**config.mk**
```make
export PLATFORM = sky130hd
export DESIGN_NAME = forward_hazard_unit
export DESIGN_NICKNAME = d
export VERILOG_FILES = /design/src/rtl/forward_hazard_unit_pkg.sv /design/src/rtl/fwd_operand_mux.sv /design/src/rtl/forward_hazard_unit.sv
export SDC_FILE = /design/constraint.sdc
export NUM_CORES = 1
export LEC_CHECK = 0
export CORE_ASPECT_RATIO = 1.4
export CORE_MARGIN = 2
export CORE_UTILIZATION = 48
export DETAILED_ROUTE_END_ITERATION = 16
export GPL_ROUTABILITY_DRIVEN = 0
export PLACE_DENSITY = 0.87
export SYNTH_ARGS = -nofsm -noshare
export SYNTH_HDL_FRONTEND = slang
export SYNTH_SLANG_ARGS = --single-unit
```
**constraint.sdc**
```tcl
create_clock -name clk -period 4.8 [get_ports clk]
set_input_delay 1.2 -clock clk [delete_from_list [all_inputs] [get_ports clk]]
set_output_delay 1.2 -clock clk [all_outputs]
set_load 0.1 [all_outputs]
```
**src/rtl/forward_hazard_unit_pkg.sv**
```systemverilog
// rtl/forward_hazard_unit_pkg.sv - shared core types for operand forwarding and hazard detection
package forward_hazard_unit_pkg;

    localparam int CORE_XLEN       = 32;
    localparam int CORE_REG_ADDR_W = 5;
    localparam int CORE_FWD_DEPTH  = 2;

    // Tags carry a fixed-width rd so the struct is shared by every REG_ADDR_W up to 8.
    localparam int TAG_RD_W = 8;

    localparam int FWD_RF      = 0;
    localparam int DEF_FWD_BYP = CORE_FWD_DEPTH + 1;
    localparam int DEF_SEL_W   = $clog2(CORE_FWD_DEPTH + 2);

    typedef struct packed {
        logic                valid;
        logic [TAG_RD_W-1:0] rd;
        logic                regWrite;
        logic                memRead;
    } fwd_tag_t;

    function automatic int fwdSelWidth(input int fwdDepth);
        return $clog2(fwdDepth + 2);
    endfunction

    function automatic int fwdBypCode(input int fwdDepth);
        return fwdDepth + 1;
    endfunction

    function automatic logic tagMatch(input fwd_tag_t tag, input logic [TAG_RD_W-1:0] rs);
        return tag.valid && tag.regWrite && (tag.rd == rs);
    endfunction

endpackage

```
**src/rtl/fwd_operand_mux.sv**
```systemverilog
// rtl/fwd_operand_mux.sv - per-source EX operand select: register file, pipeline stage or WB bypass
module fwd_operand_mux
    import forward_hazard_unit_pkg::*;
#(
    parameter int XLEN      = CORE_XLEN,
    parameter int FWD_DEPTH = CORE_FWD_DEPTH,
    parameter int WB_BYPASS = 1,
    parameter int SEL_W     = DEF_SEL_W
) (
    input  logic [SEL_W-1:0]          sel,
    input  logic [XLEN-1:0]           rfData,
    input  logic [FWD_DEPTH*XLEN-1:0] stageResult,
    input  logic [XLEN-1:0]           bypassData,
    output logic [XLEN-1:0]           operand
);

    always_comb begin
        operand = '0;
        if (sel == SEL_W'(FWD_RF)) begin
            operand = rfData;
        end
        for (int k = 1; k <= FWD_DEPTH; k++) begin
            if (sel == SEL_W'(k)) begin
                operand = stageResult[(k-1)*XLEN +: XLEN];
            end
        end
        if ((WB_BYPASS != 0) && (sel == SEL_W'(fwdBypCode(FWD_DEPTH)))) begin
            operand = bypassData;
        end
    end

endmodule

```
**src/rtl/forward_hazard_unit.sv**
```systemverilog
// rtl/forward_hazard_unit.sv - tag pipeline, decode-time forward selects, load-use stall and stall counter
module forward_hazard_unit
    import forward_hazard_unit_pkg::*;
#(
    parameter int XLEN        = CORE_XLEN,
    parameter int NUM_SRC     = 2,
    parameter int REG_ADDR_W  = CORE_REG_ADDR_W,
    parameter int FWD_DEPTH   = CORE_FWD_DEPTH,
    parameter int WB_BYPASS   = 1,
    parameter int STALL_CNT_W = 16,
    localparam int SEL_W      = fwdSelWidth(FWD_DEPTH)
) (
    input  logic                          clk,
    input  logic                          rst_n,
    input  logic                          pipeHold,
    input  logic                          exFlush,
    input  logic                          idValid,
    input  logic [NUM_SRC*REG_ADDR_W-1:0] idRs,
    input  logic [NUM_SRC-1:0]            idRsUsed,
    input  logic [REG_ADDR_W-1:0]         idRd,
    input  logic                          idRegWrite,
    input  logic                          idMemRead,
    input  logic [NUM_SRC*XLEN-1:0]       exReadData,
    input  logic [FWD_DEPTH*XLEN-1:0]     stageResult,
    output logic [NUM_SRC*XLEN-1:0]       aluOperand,
    output logic [NUM_SRC*SEL_W-1:0]      fwdSel,
    output logic                          stall,
    output logic [STALL_CNT_W-1:0]        stallCount
);

    localparam logic [SEL_W-1:0] SEL_BYP = SEL_W'(fwdBypCode(FWD_DEPTH));

    fwd_tag_t                        tags [FWD_DEPTH+1];
    fwd_tag_t                        decTag;
    logic [NUM_SRC-1:0][SEL_W-1:0]   decSel;
    logic [NUM_SRC-1:0]              loadUse;
    logic [TAG_RD_W-1:0]             rs;
    logic                            srcActive;
    logic                            loadTag;
    logic [XLEN-1:0]                 bypass [NUM_SRC];
    logic [NUM_SRC*SEL_W-1:0]        selQ;
    logic [STALL_CNT_W-1:0]          stallCountQ;

    // Scan from WB towards EX so the youngest producer is assigned last and wins.
    always_comb begin
        decSel    = '0;
        loadUse   = '0;
        rs        = '0;
        srcActive = 1'b0;
        for (int i = 0; i < NUM_SRC; i++) begin
            rs        = TAG_RD_W'(idRs[i*REG_ADDR_W +: REG_ADDR_W]);
            srcActive = idRsUsed[i] && (rs != '0);
            for (int j = FWD_DEPTH; j >= 0; j--) begin
                if (srcActive && tagMatch(tags[j], rs)) begin
                    if (j < FWD_DEPTH) begin
                        decSel[i] = SEL_W'(j + 1);
                    end else if (WB_BYPASS != 0) begin
                        decSel[i] = SEL_BYP;
                    end
                end
            end
            loadUse[i] = srcActive && tagMatch(tags[0], rs) && tags[0].memRead;
        end
    end

    assign stall   = idValid && !exFlush && (|loadUse);
    assign loadTag = idValid && !stall && !exFlush;
    assign decTag  = '{valid: 1'b1, rd: TAG_RD_W'(idRd), regWrite: idRegWrite, memRead: idMemRead};

    always_ff @(posedge clk or negedge rst_n) begin
        if (!rst_n) begin
            for (int k = 0; k <= FWD_DEPTH; k++) begin
                tags[k] <= '0;
            end
            for (int i = 0; i < NUM_SRC; i++) begin
                bypass[i] <= '0;
            end
            selQ        <= '0;
            stallCountQ <= '0;
        end else if (!pipeHold) begin
            tags[0] <= loadTag ? decTag : '0;
            for (int k = 1; k <= FWD_DEPTH; k++) begin
                tags[k] <= tags[k-1];
            end
            selQ <= loadTag ? decSel : '0;
            // The WB instruction retires this edge, so its result must be held for EX.
            for (int i = 0; i < NUM_SRC; i++) begin
                if (loadTag && (decSel[i] == SEL_BYP)) begin
                    bypass[i] <= stageResult[(FWD_DEPTH-1)*XLEN +: XLEN];
                end
            end
            if (stall && (stallCountQ != '1)) begin
                stallCountQ <= stallCountQ + 1'b1;
            end
        end
    end

    assign fwdSel     = selQ;
    assign stallCount = stallCountQ;

    for (genvar i = 0; i < NUM_SRC; i++) begin : g_src
        fwd_operand_mux #(
            .XLEN      (XLEN),
            .FWD_DEPTH (FWD_DEPTH),
            .WB_BYPASS (WB_BYPASS),
            .SEL_W     (SEL_W)
        ) u_mux (
            .sel         (selQ[i*SEL_W +: SEL_W]),
            .rfData      (exReadData[i*XLEN +: XLEN]),
            .stageResult (stageResult),
            .bypassData  (bypass[i]),
            .operand     (aluOperand[i*XLEN +: XLEN])
        );
    end

endmodule

```
==> reports/results.txt <==
number of synthesized flops with an enable pin - 0
hold-critical path depth - 1
vias in the first global route - 4,966
Worst-path clk slew - 0.06 ns
clk_skew - 0.01066 ns
Vias - 4,649
final net count - 785
P&R area growth vs syn - 43.99%
CTS Buffer Depth - 2
r2r setup slk - 1.86 ns
postcts setup bufs - 0
Clock Latency Late Sink - 0.35 ns
RSZ-0062 raised after global routing - false
maximum vdd drop - 0.2097 mV
final cell count without fillers - 788
clock tree from TritonCTS - done
worst-path fanout max - 6
layout cells sized above 1 - 37.83%
Die W - 98.81 um
top-count cell post-synth - dfrtp_1
DP HPWL - 12.84 mm
pwr/cell area - 257.4 nW/um^2
Max Freq - 223.1 MHz
largest area contributor in the netlist - dfrtp_1
Synth Instances - 405
Post-Route WL - 16.96 mm
Avg Cell Area, Syn - 14.92 um^2
Async SR Flop Fraction - 100.0%
Initial DRT Pass Iterations - 4
fin area - 8698 um^2
Setup TNS Final - 0 ns
DR vias/cell - 5.900
Critical Path Sink Type - primary output
core region area - 12,310 um^2
Cell Rows - 48
max_cap viols - 0
io pins - 237
TritonCTS Sinks - 106
Startpoint Class - primary input
status - finished clean
Final Hold Fails - 0
largest net degree at the start of global routing - 79
Root Buffer - clkbuf_16
Least-Margin Pin Slew - 1.004 ns
reg2reg end - bypass[31]
top post-synthesis cells by area - dfrtp_1 (44%), mux4_2 (24%), mux2_2 (15%)
Placed Cells - 771
main combinational cell family by area after synthesis - multiplexers
Num CTS Buffers - 9
Synth Register Bits - 106
H-tree depth - 3
setup violators final - 0
syn_nets - 558
multiplexer share of the synthesized area - 38.59%
period utilisation layout - 93.38%
sequential area share after synthesis - 43.91%
DR WL/cell - 21.53 um
area of the multi-input gates - 3246 um^2
Final Core Density - 70.65%
first-pass GRT wire length - 25.94 mm
port buffer count - 236
ys flop type - dfrtp_1
FF/Latch Area - 2658 um^2
initial antenna violation count - 0
Slew headroom - 32.89%
worst-case reg-to-reg path depth - 7
die area - 13,510 um^2
Starting Density - 49.07%
drt initial violations - 183
static leakage - 3.670 nW
Hold Buf Count CTS - 0
Hold EP - bypass[40]
Post-Synth Simple-Gate Area - 5.385%
FF-to-FF Start - tags[6]
Routed Antenna Nets - 0
Tot GR Track Use - 24.89%
grt ovf - 0
Worst Hold Class - flip-flop to flip-flop
Yosys top cell area share - 43.91%
Post-DP Area - 8383 um^2
Req. time, crit path - 3.60 ns
Die Y - 136.7 um
Post-synth top cells - dfrtp_1 (106), mux2_2 (79), mux4_2 (64), xnor2_1 (42), clkbuf_1 (15)
XOR/XNOR share of the synthesized area - 6.524%
Synth cell types - 36
Compound-Gate Fraction of Synth Area - 2.941%
Post-CTS Resized - 0
Mapped Area - 6041 um^2
Crit Path Class - primary input to primary output
CP Data Arrival Time - 3.28 ns
# fillers - 837
crit path time final - 4.482 ns
Slew Limit Fails - 0
number of remaining DRC errors - 0
Ys Warns - 0
start point of the worst hold path - bypass[40]
Synth Area in Adders - 0.2071%
-- worst max-delay path: stages --
cell	delay [ns]
clkdlybuf4s50_1	0.52
or4_1	0.58
o21ai_1	0.20
or3_1	0.25
nand2_1	0.11
and4b_1	0.24
buf_12	0.17
-- cell families (layout without fill, tap and decap cells) --
group,after synthesis,count (layout)
buffers and inverters,32,264
adders and majority gates,1,1
AOI/OAI and AO/OA,22,22
DFF,106,106
xor gates and xnor gates,45,45
other,0,1
and+or+nand+nor,56,56
muxes,143,143
-- metal layers --
| layer | share of wire, % | track usage (%) |
|---|---|---|
| met1 | 35 | 27.31 |
| met2 | 54 | 45.65 |
| met3 | 7.0 | 5.107 |
| met4 | 3.9 | 11.87 |
| met5 | 0 | 0 |
-- how the worst max path moves through the flow --
stage	from	to	slack [ns]	depth (start not counted)
2_1_floorplan	idRs[7]	stall	0.76	5
3_3_place_gp	idRs[1]	stall	0.45	7
3_5_place_dp	idRs[1]	stall	0.36	7
4_1_cts	idRs[1]	stall	0.36	7
5_1_grt	idRs[1]	stall	0.24	7
6_report	idRs[1]	stall	0.32	7
-- through the flow --
stage | setup WS [ns] | hold WS, ns | power, mW
4_1_cts | 0.3571 | 0.5045 | 2.250
6_report | 0.3177 | 0.5020 | 2.239
3_3_place_gp | 0.4477 | 0.4831 | 1.468
2_1_floorplan | 0.7573 | 0.4740 | 1.250
5_1_grt | 0.2351 | 0.5149 | 2.305
3_5_place_dp | 0.3618 | 0.4899 | 1.479
-- area by class of cell --
type,count,area share [%]
clock buffers,12,2.719
repair buffers,246,26.27
diodes,1,0.02877
inverters,2,0.08631
well taps,150,2.158
multi-input cells,267,37.31
clock inverters,4,0.8774
flip-flops and latches,106,30.55
-- sequential cells by signal, summed over array words and instances, names as in the netlist --
name / cells
bypass: 64
fwdSel: 4
stallCount: 16
tags: 22
-- placed cells by master (no fill, tap or decap), types with 9 or more instances in the layout --
cell / Yosys / final
clkdlybuf4s50_1: 0 / 170
dfrtp_1: 106 / 102
mux2_2: 79 / 79
buf_4: 0 / 75
mux4_2: 64 / 64
xnor2_1: 42 / 42
nand4_1: 14 / 14
nand2_1: 12 / 12
a22o_1: 10 / 10
clkbuf_16: 0 / 9
-- power breakdown --
| group | internal [mW] | leakage (nW) | switching, mW | total (mW) |
|---|---|---|---|---|
| clock | 0.459 | 0.147 | 0.317 | 0.776 |
| combinational | 0.216 | 2.06 | 0.315 | 0.531 |
| sequential | 0.910 | 1.46 | 0.0224 | 0.932 |
| total | 1.58 | 3.67 | 0.654 | 2.24 |
Note: power is estimated with default switching activity, not from simulation.
